--- config.mk ---
export PLATFORM = sky130hd
export DESIGN_NAME = product_accumulator_flat
export DESIGN_NICKNAME = d
export VERILOG_FILES = /design/src/rtl/mac_pkg.sv /design/src/rtl/product_accumulator_if.sv /design/src/rtl/product_accumulator_adder.sv /design/src/rtl/product_accumulator.sv /design/src/flat_wrapper.sv
export SDC_FILE = /design/constraint.sdc
export NUM_CORES = 1
export LEC_CHECK = 0
export CORE_MARGIN = 2
export CORE_UTILIZATION = 35
export DETAILED_ROUTE_END_ITERATION = 8
export HOLD_SLACK_MARGIN = 0.15
export PLACE_DENSITY = 0.66
export SLEW_MARGIN = 40
export SYNTH_ARGS = -nofsm -noshare
export SYNTH_HDL_FRONTEND = slang
export SYNTH_SLANG_ARGS = --single-unit
export TNS_END_PERCENT = 1
--- constraint.sdc ---
create_clock -name clk -period 2.95 [get_ports clk]
set_clock_uncertainty 0.1 [all_clocks]
set_input_delay 0.4425 -clock clk [delete_from_list [all_inputs] [get_ports clk]]
set_output_delay 0.4425 -clock clk [all_outputs]
set_load 0.005 [all_outputs]
--- src/rtl/mac_pkg.sv ---
// Shared types and default widths for the multiply-accumulate datapath.
// Used by the accumulation stage, its bus interface and its adder.
package mac_pkg;

   typedef enum logic [1:0] {
      IDLE  = 2'd0,
      ACCUM = 2'd1,
      DONE  = 2'd2
   } acc_state_t;

   localparam int PROD_W_DEF = 16;
   localparam int ACC_W_DEF  = 24;
   localparam int CNT_W_DEF  = 4;

endpackage

--- src/rtl/product_accumulator_if.sv ---
// Command, product-input and result-output handshake bundle of product_accumulator.
// The slave modport is the accumulator's view; master is the driver/consumer view.
interface product_accumulator_if
   import mac_pkg::*;
#(
   parameter int PROD_W = PROD_W_DEF,
   parameter int ACC_W  = ACC_W_DEF,
   parameter int CNT_W  = CNT_W_DEF
);

   logic              start;
   logic [CNT_W-1:0]  len;
   logic              in_valid;
   logic              in_ready;
   logic [PROD_W-1:0] product;
   logic              out_valid;
   logic              out_ready;
   logic [ACC_W-1:0]  acc_out;
   logic              overflow;
   logic              busy;

   modport slave (
      input  start, len, in_valid, product, out_ready,
      output in_ready, out_valid, acc_out, overflow, busy
   );

   modport master (
      output start, len, in_valid, product, out_ready,
      input  in_ready, out_valid, acc_out, overflow, busy
   );

endinterface

--- src/rtl/product_accumulator_adder.sv ---
// Combinational ACC_W+1-bit add of the accumulator and a zero-extended product.
// Overflow wraps modulo 2^ACC_W unless ACC_SATURATE_EN is defined, which clamps to all-ones.
module acc_adder #(
   parameter int PROD_W = 16,
   parameter int ACC_W  = 24
) (
   input  logic [ACC_W-1:0]  acc,
   input  logic [PROD_W-1:0] product,
   output logic [ACC_W-1:0]  sum,
   output logic              carry
);

   logic [ACC_W:0] wide;

   assign wide  = {1'b0, acc} + (ACC_W+1)'(product);
   assign carry = wide[ACC_W];

`ifdef ACC_SATURATE_EN
   // A clamped accumulator re-overflows on any nonzero add, so it stays clamped.
   assign sum = carry ? {ACC_W{1'b1}} : wide[ACC_W-1:0];
`else
   assign sum = wide[ACC_W-1:0];
`endif

endmodule

--- src/rtl/product_accumulator.sv ---
// Accumulates a programmed number of multiplier products and hands the sum downstream.
// Saturating arithmetic is selected at build time with ACC_SATURATE_EN (see acc_adder).
module product_accumulator
   import mac_pkg::*;
#(
   parameter int PROD_W = PROD_W_DEF,
   parameter int ACC_W  = ACC_W_DEF,
   parameter int CNT_W  = CNT_W_DEF
) (
   input  logic                 clk,
   input  logic                 rst_n,
   product_accumulator_if.slave bus
);

   acc_state_t       state_q;
   acc_state_t       state_d;
   logic [CNT_W-1:0] remaining;
   logic [ACC_W-1:0] acc;
   logic             overflow_q;
   logic [ACC_W-1:0] acc_sum;
   logic             acc_carry;
   logic             in_ready;
   logic             beat;
   logic             start_take;

   // Handshake outputs are pure decodes of the state register.
   assign in_ready   = (state_q == ACCUM);
   assign beat       = in_ready && bus.in_valid;
   assign start_take = (state_q == IDLE) && bus.start;

   assign bus.in_ready  = in_ready;
   assign bus.out_valid = (state_q == DONE);
   assign bus.busy      = (state_q != IDLE);
   assign bus.acc_out   = acc;
   assign bus.overflow  = overflow_q;

   acc_adder #(
      .PROD_W (PROD_W),
      .ACC_W  (ACC_W)
   ) u_adder (
      .acc     (acc),
      .product (bus.product),
      .sum     (acc_sum),
      .carry   (acc_carry)
   );

   always_ff @(posedge clk or negedge rst_n) begin
      if (!rst_n) begin
         state_q <= IDLE;
      end else begin
         state_q <= state_d;
      end
   end

   always_comb begin
      // NOTE: default first so every path assigns state_d and no latch is inferred.
      state_d = state_q;
      unique case (state_q)
         IDLE:    if (bus.start) state_d = (bus.len == '0) ? DONE : ACCUM;
         ACCUM:   if (beat && remaining == CNT_W'(1)) state_d = DONE;
         DONE:    if (bus.out_ready) state_d = IDLE;
         default: state_d = IDLE;
      endcase
   end

   always_ff @(posedge clk or negedge rst_n) begin
      // NOTE: non-blocking assignments so every register samples pre-edge values.
      if (!rst_n) begin
         acc        <= '0;
         overflow_q <= 1'b0;
         remaining  <= '0;
      end else if (start_take) begin
         acc        <= '0;
         overflow_q <= 1'b0;
         remaining  <= bus.len;
      end else if (beat) begin
         acc        <= acc_sum;
         overflow_q <= overflow_q | acc_carry;
         remaining  <= remaining - CNT_W'(1);
      end
   end

endmodule

--- src/flat_wrapper.sv ---
// flat-port wrapper written by rule: the top's interface ports become plain ports
module product_accumulator_flat import mac_pkg::*;
#(
   parameter int PROD_W = PROD_W_DEF,
   parameter int ACC_W  = ACC_W_DEF,
   parameter int CNT_W  = CNT_W_DEF
)
  (clk, rst_n, bus_start, bus_len, bus_in_valid, bus_product, bus_out_ready, bus_in_ready, bus_out_valid, bus_acc_out, bus_overflow, bus_busy);
  product_accumulator_if #(.PROD_W(PROD_W), .ACC_W(ACC_W), .CNT_W(CNT_W)) bus_i ();
  input  logic clk;
  input  logic rst_n;
  input wire logic [$bits(bus_i.start)-1:0] bus_start;
  input wire logic [$bits(bus_i.len)-1:0] bus_len;
  input wire logic [$bits(bus_i.in_valid)-1:0] bus_in_valid;
  input wire logic [$bits(bus_i.product)-1:0] bus_product;
  input wire logic [$bits(bus_i.out_ready)-1:0] bus_out_ready;
  output wire logic [$bits(bus_i.in_ready)-1:0] bus_in_ready;
  output wire logic [$bits(bus_i.out_valid)-1:0] bus_out_valid;
  output wire logic [$bits(bus_i.acc_out)-1:0] bus_acc_out;
  output wire logic [$bits(bus_i.overflow)-1:0] bus_overflow;
  output wire logic [$bits(bus_i.busy)-1:0] bus_busy;
  assign bus_i.start = bus_start;
  assign bus_i.len = bus_len;
  assign bus_i.in_valid = bus_in_valid;
  assign bus_i.product = bus_product;
  assign bus_i.out_ready = bus_out_ready;
  assign bus_in_ready = bus_i.in_ready;
  assign bus_out_valid = bus_i.out_valid;
  assign bus_acc_out = bus_i.acc_out;
  assign bus_overflow = bus_i.overflow;
  assign bus_busy = bus_i.busy;
  product_accumulator #(.PROD_W(PROD_W), .ACC_W(ACC_W), .CNT_W(CNT_W)) u_core (.clk(clk), .rst_n(rst_n), .bus(bus_i));
endmodule
==> results.py <==
metrics = {
    "finish": {
        "diodes": 0,
        "area_growth_pct": 35.2,
        "multi_input_area_um2": 1330,
        "regArea_um2": 776,
        "final_layout_size_suffix_gt1_frac": 0.0660,
        "nNetsFinal": 346,
        "fillers": 578,
        "fin_util": 0.492,
    },
    "place": {
        "gp_congestion": 0.850,
        "io_buffers": 52,
        "dp_hpwl_um": 4040,
        "place_ws_ps": -21.6,
    },
    "floorplanning": {
        "io_pins": 53,
        "num_rows": 28,
        "initial_utilization": 0.364,
        "die_w_um": 82.7,
        "die_h_um": 82.7,
        "core_um2": 5960,
        "die_area_um2": 6840,
    },
    "setup_path": {
        "criticalPathCategory": "in2reg",
        "reg2reg_to": "u_core.bus.acc_out[14]",
        "rr_startpoint": "u_core.bus.acc_out[0]",
        "worst_setup_path_end_kind": "flip-flop",
        "cp.required_ps": 3030,
        "crit_fanout": 4,
        "critPathLaunchType": "primary input",
        "cp.arrival_ps": 2760,
        "ff2ff_path_depth": 10,
        "r2r_slack_ps": 390,
    },
    "clocking": {
        "numCtsBuffers": 5,
        "cts.sinks": 31,
        "insertion_delay_ps": 290,
        "post_cts_buffers": 0,
        "clk_pin_slew_ps": 70,
        "tritoncts": "built",
        "cts_buffer_depth": 2,
        "cts-htree-levels": 2,
        "root_buffer": "clkbuf_8",
        "cts_resized": 0,
        "postCtsHoldBufs": 0,
    },
    "routing": {
        "firstDrtPassIters": 4,
        "drt-initial-drc-count": 86,
        "via_per_inst": 5.43,
        "ant_nets": 0,
        "wl_um": 5480,
        "via_count": 2051,
        "wl_per_cell_um": 14.5,
        "drc_errors": 0,
    },
    "global_route": {
        "grt_overflow": 0,
        "grt_max_degree": 32,
        "track_usage": 0.171,
        "grt_pass1_vias": 1954,
        "grt_first_pass_wirelength_um": 8950,
        "antenna_found_initial": 0,
    },
    "yosys": {
        "syn_inst": 241,
        "yosysTopAreaCellShare": 0.358,
        "seq_area_frac_synth": 0.358,
        "synth_edf_count": 0,
        "ys_ff_latch": 31,
        "synth_area_leaders": "dfrtp_1 (36%), ha_1 (10%), o21ai_0 (5.5%), nand2_1 (5.5%), mux2i_1 (3.7%)",
        "yosys.area.top_type": "dfrtp_1",
        "synth.cell_area_um2": 2170,
        "synth.distinct_cells": 45,
        "ys.flop_type": "dfrtp_1",
        "syn-num-nets": 285,
        "yosys_warnings": 0,
        "async_reset_ff_frac": 1.00,
        "syn_area_per_cell_um2": 8.99,
    },
    "hold_path": {
        "hold_class": "reg2reg",
        "holdCritStartpoint": "u_core.bus.acc_out[20]",
        "hold-path-cell-count": 1,
        "hold-path-endpoint": "u_core.bus.acc_out[20]",
    },
    "job": {
        "cap_violations": 0,
    },
    "sta": {
        "timing.final.hold_violations": 0,
        "fmax_ghz": 0.373,
        "fin_crit_ps": 2680,
        "setup_ws_ps": 272,
        "grt_setup_unrepaired": "no",
        "relSlewSlack": 0.652,
        "period_share": 0.908,
        "fin_hold_ws_ps": 410,
        "max_slew.worst_pin.slew_ps": 520,
        "setup_viol": 0,
        "timing.final.max_slew_violations": 0,
        "totalNegativeSetupSlack_ps": 0,
    },
    "pwr": {
        "power_leakage_nw": 1.36,
        "powerDensity_nw_per_um2": 870,
        "irDropWorstVdd_mv": 0.443,
    },
    "run_status": {
        "status": "completed",
    },
}
[cells in the mapped netlist, types with 3 or more instances]
library cell / count
a32o_1: 4
a31oi_1: 3
o21ai_0: 24
o211ai_1: 8
nand2_1: 32
a21oi_1: 13
nand2b_1: 6
clkbuf_1: 3
inv_1: 11
and3_1: 4
and2_1: 4
ha_1: 18
mux2i_1: 8
dfrtp_1: 31
a21o_1: 7
xnor2_1: 6
or3_1: 4
nor2_1: 14
nand3_1: 4
xor2_1: 3
[worst max-delay path: stages]
cell,delay [ps]
clkdlybuf4s50_1,400
ha_1,200
inv_1,70
fa_1,190
nand2b_1,140
a21oi_1,70
buf_4,150
o31ai_2,340
a21oi_1,130
or3_1,360
a32o_1,260
[registers in the layout, summed over array words and instances, names as in the netlist]
register and count:
u_core.state_q 2, u_core.remaining 4, u_core.bus.acc_out 24, u_core.bus.overflow 1
[cell usage in the layout (no fill, tap or decap), drive strengths merged, types with 6 or more instances in the layout]
cell type and n:
nand2 33, xnor2 6, ha 18, clkbuf 6
a21oi 13, a21o 7, o21ai 26, buf 7
inv 11, dfrtp 31, nor2 14, clkdlybuf4s50 52
o211ai 8, mux2i 8, nand2b 6
[final cells by class]
class                           count  share of cell area
Multi-Input combinational cell    194               0.453
Sequential cell                    31               0.265
Timing Repair Buffer               59               0.196
Tap cell                           75              0.0320
Clock buffer                        6              0.0282
Inverter                           11              0.0141
Clock inverter                      2              0.0120
[kinds of logic after synthesis]
| kind of cell | after synthesis | share of synthesized area |
|---|---|---|
| AO/OA/AOI/OAI | 80 | 0.251 |
| XOR/XNOR | 9 | 0.0364 |
| adder cells (fa/ha/maj) | 19 | 0.113 |
| buffers and inverters | 16 | 0.0289 |
| flip-flops | 31 | 0.358 |
| multiplexers | 8 | 0.0370 |
| AND/OR/NAND/NOR | 78 | 0.176 |
[worst max path at each step]
stage | startpoint | to | slack [ps] | cells past startpoint
global placement | bus_product[0] | u_core.bus.acc_out[14] | 30 | 11
finish | bus_product[0] | u_core.bus.acc_out[14] | 270 | 11
CTS | bus_product[0] | u_core.bus.acc_out[14] | 280 | 11
global route | bus_product[0] | u_core.bus.acc_out[10] | 140 | 11
floorplan | bus_product[0] | u_core.bus.acc_out[18] | 630 | 9
detailed placement | bus_product[0] | u_core.bus.acc_out[14] | -20 | 11
[routing by layer]
layer | vias up | wire [um] | GRT usage | share of wire
met5 | - | 0 | 0 | 0
met4 | 0 | 100 | 0.0639 | 0.018
met3 | 11 | 249 | 0.0337 | 0.045
met2 | 46 | 2490 | 0.266 | 0.45
met1 | 987 | 2650 | 0.236 | 0.48
li1 | 1007 | - | - | -
[power by group]
group / internal [mW] / leakage [nW] / switching, mW
registers: 0.568 / 0.405 / 0.133
clock network: 0.273 / 0.0612 / 0.173
logic: 0.696 / 0.894 / 0.707
[through the flow]
stage          area (um^2)  std cells  total power, mW
3_3_place_gp          2810        370             2.08
3_5_place_dp          2810        370             2.11
4_1_cts               2930        378             2.57
2_1_floorplan         2170        241             1.57
5_1_grt               2930        378             2.78
6_report              2930        378             2.55
No activity file was read; power rests on OpenSTA's default activity.
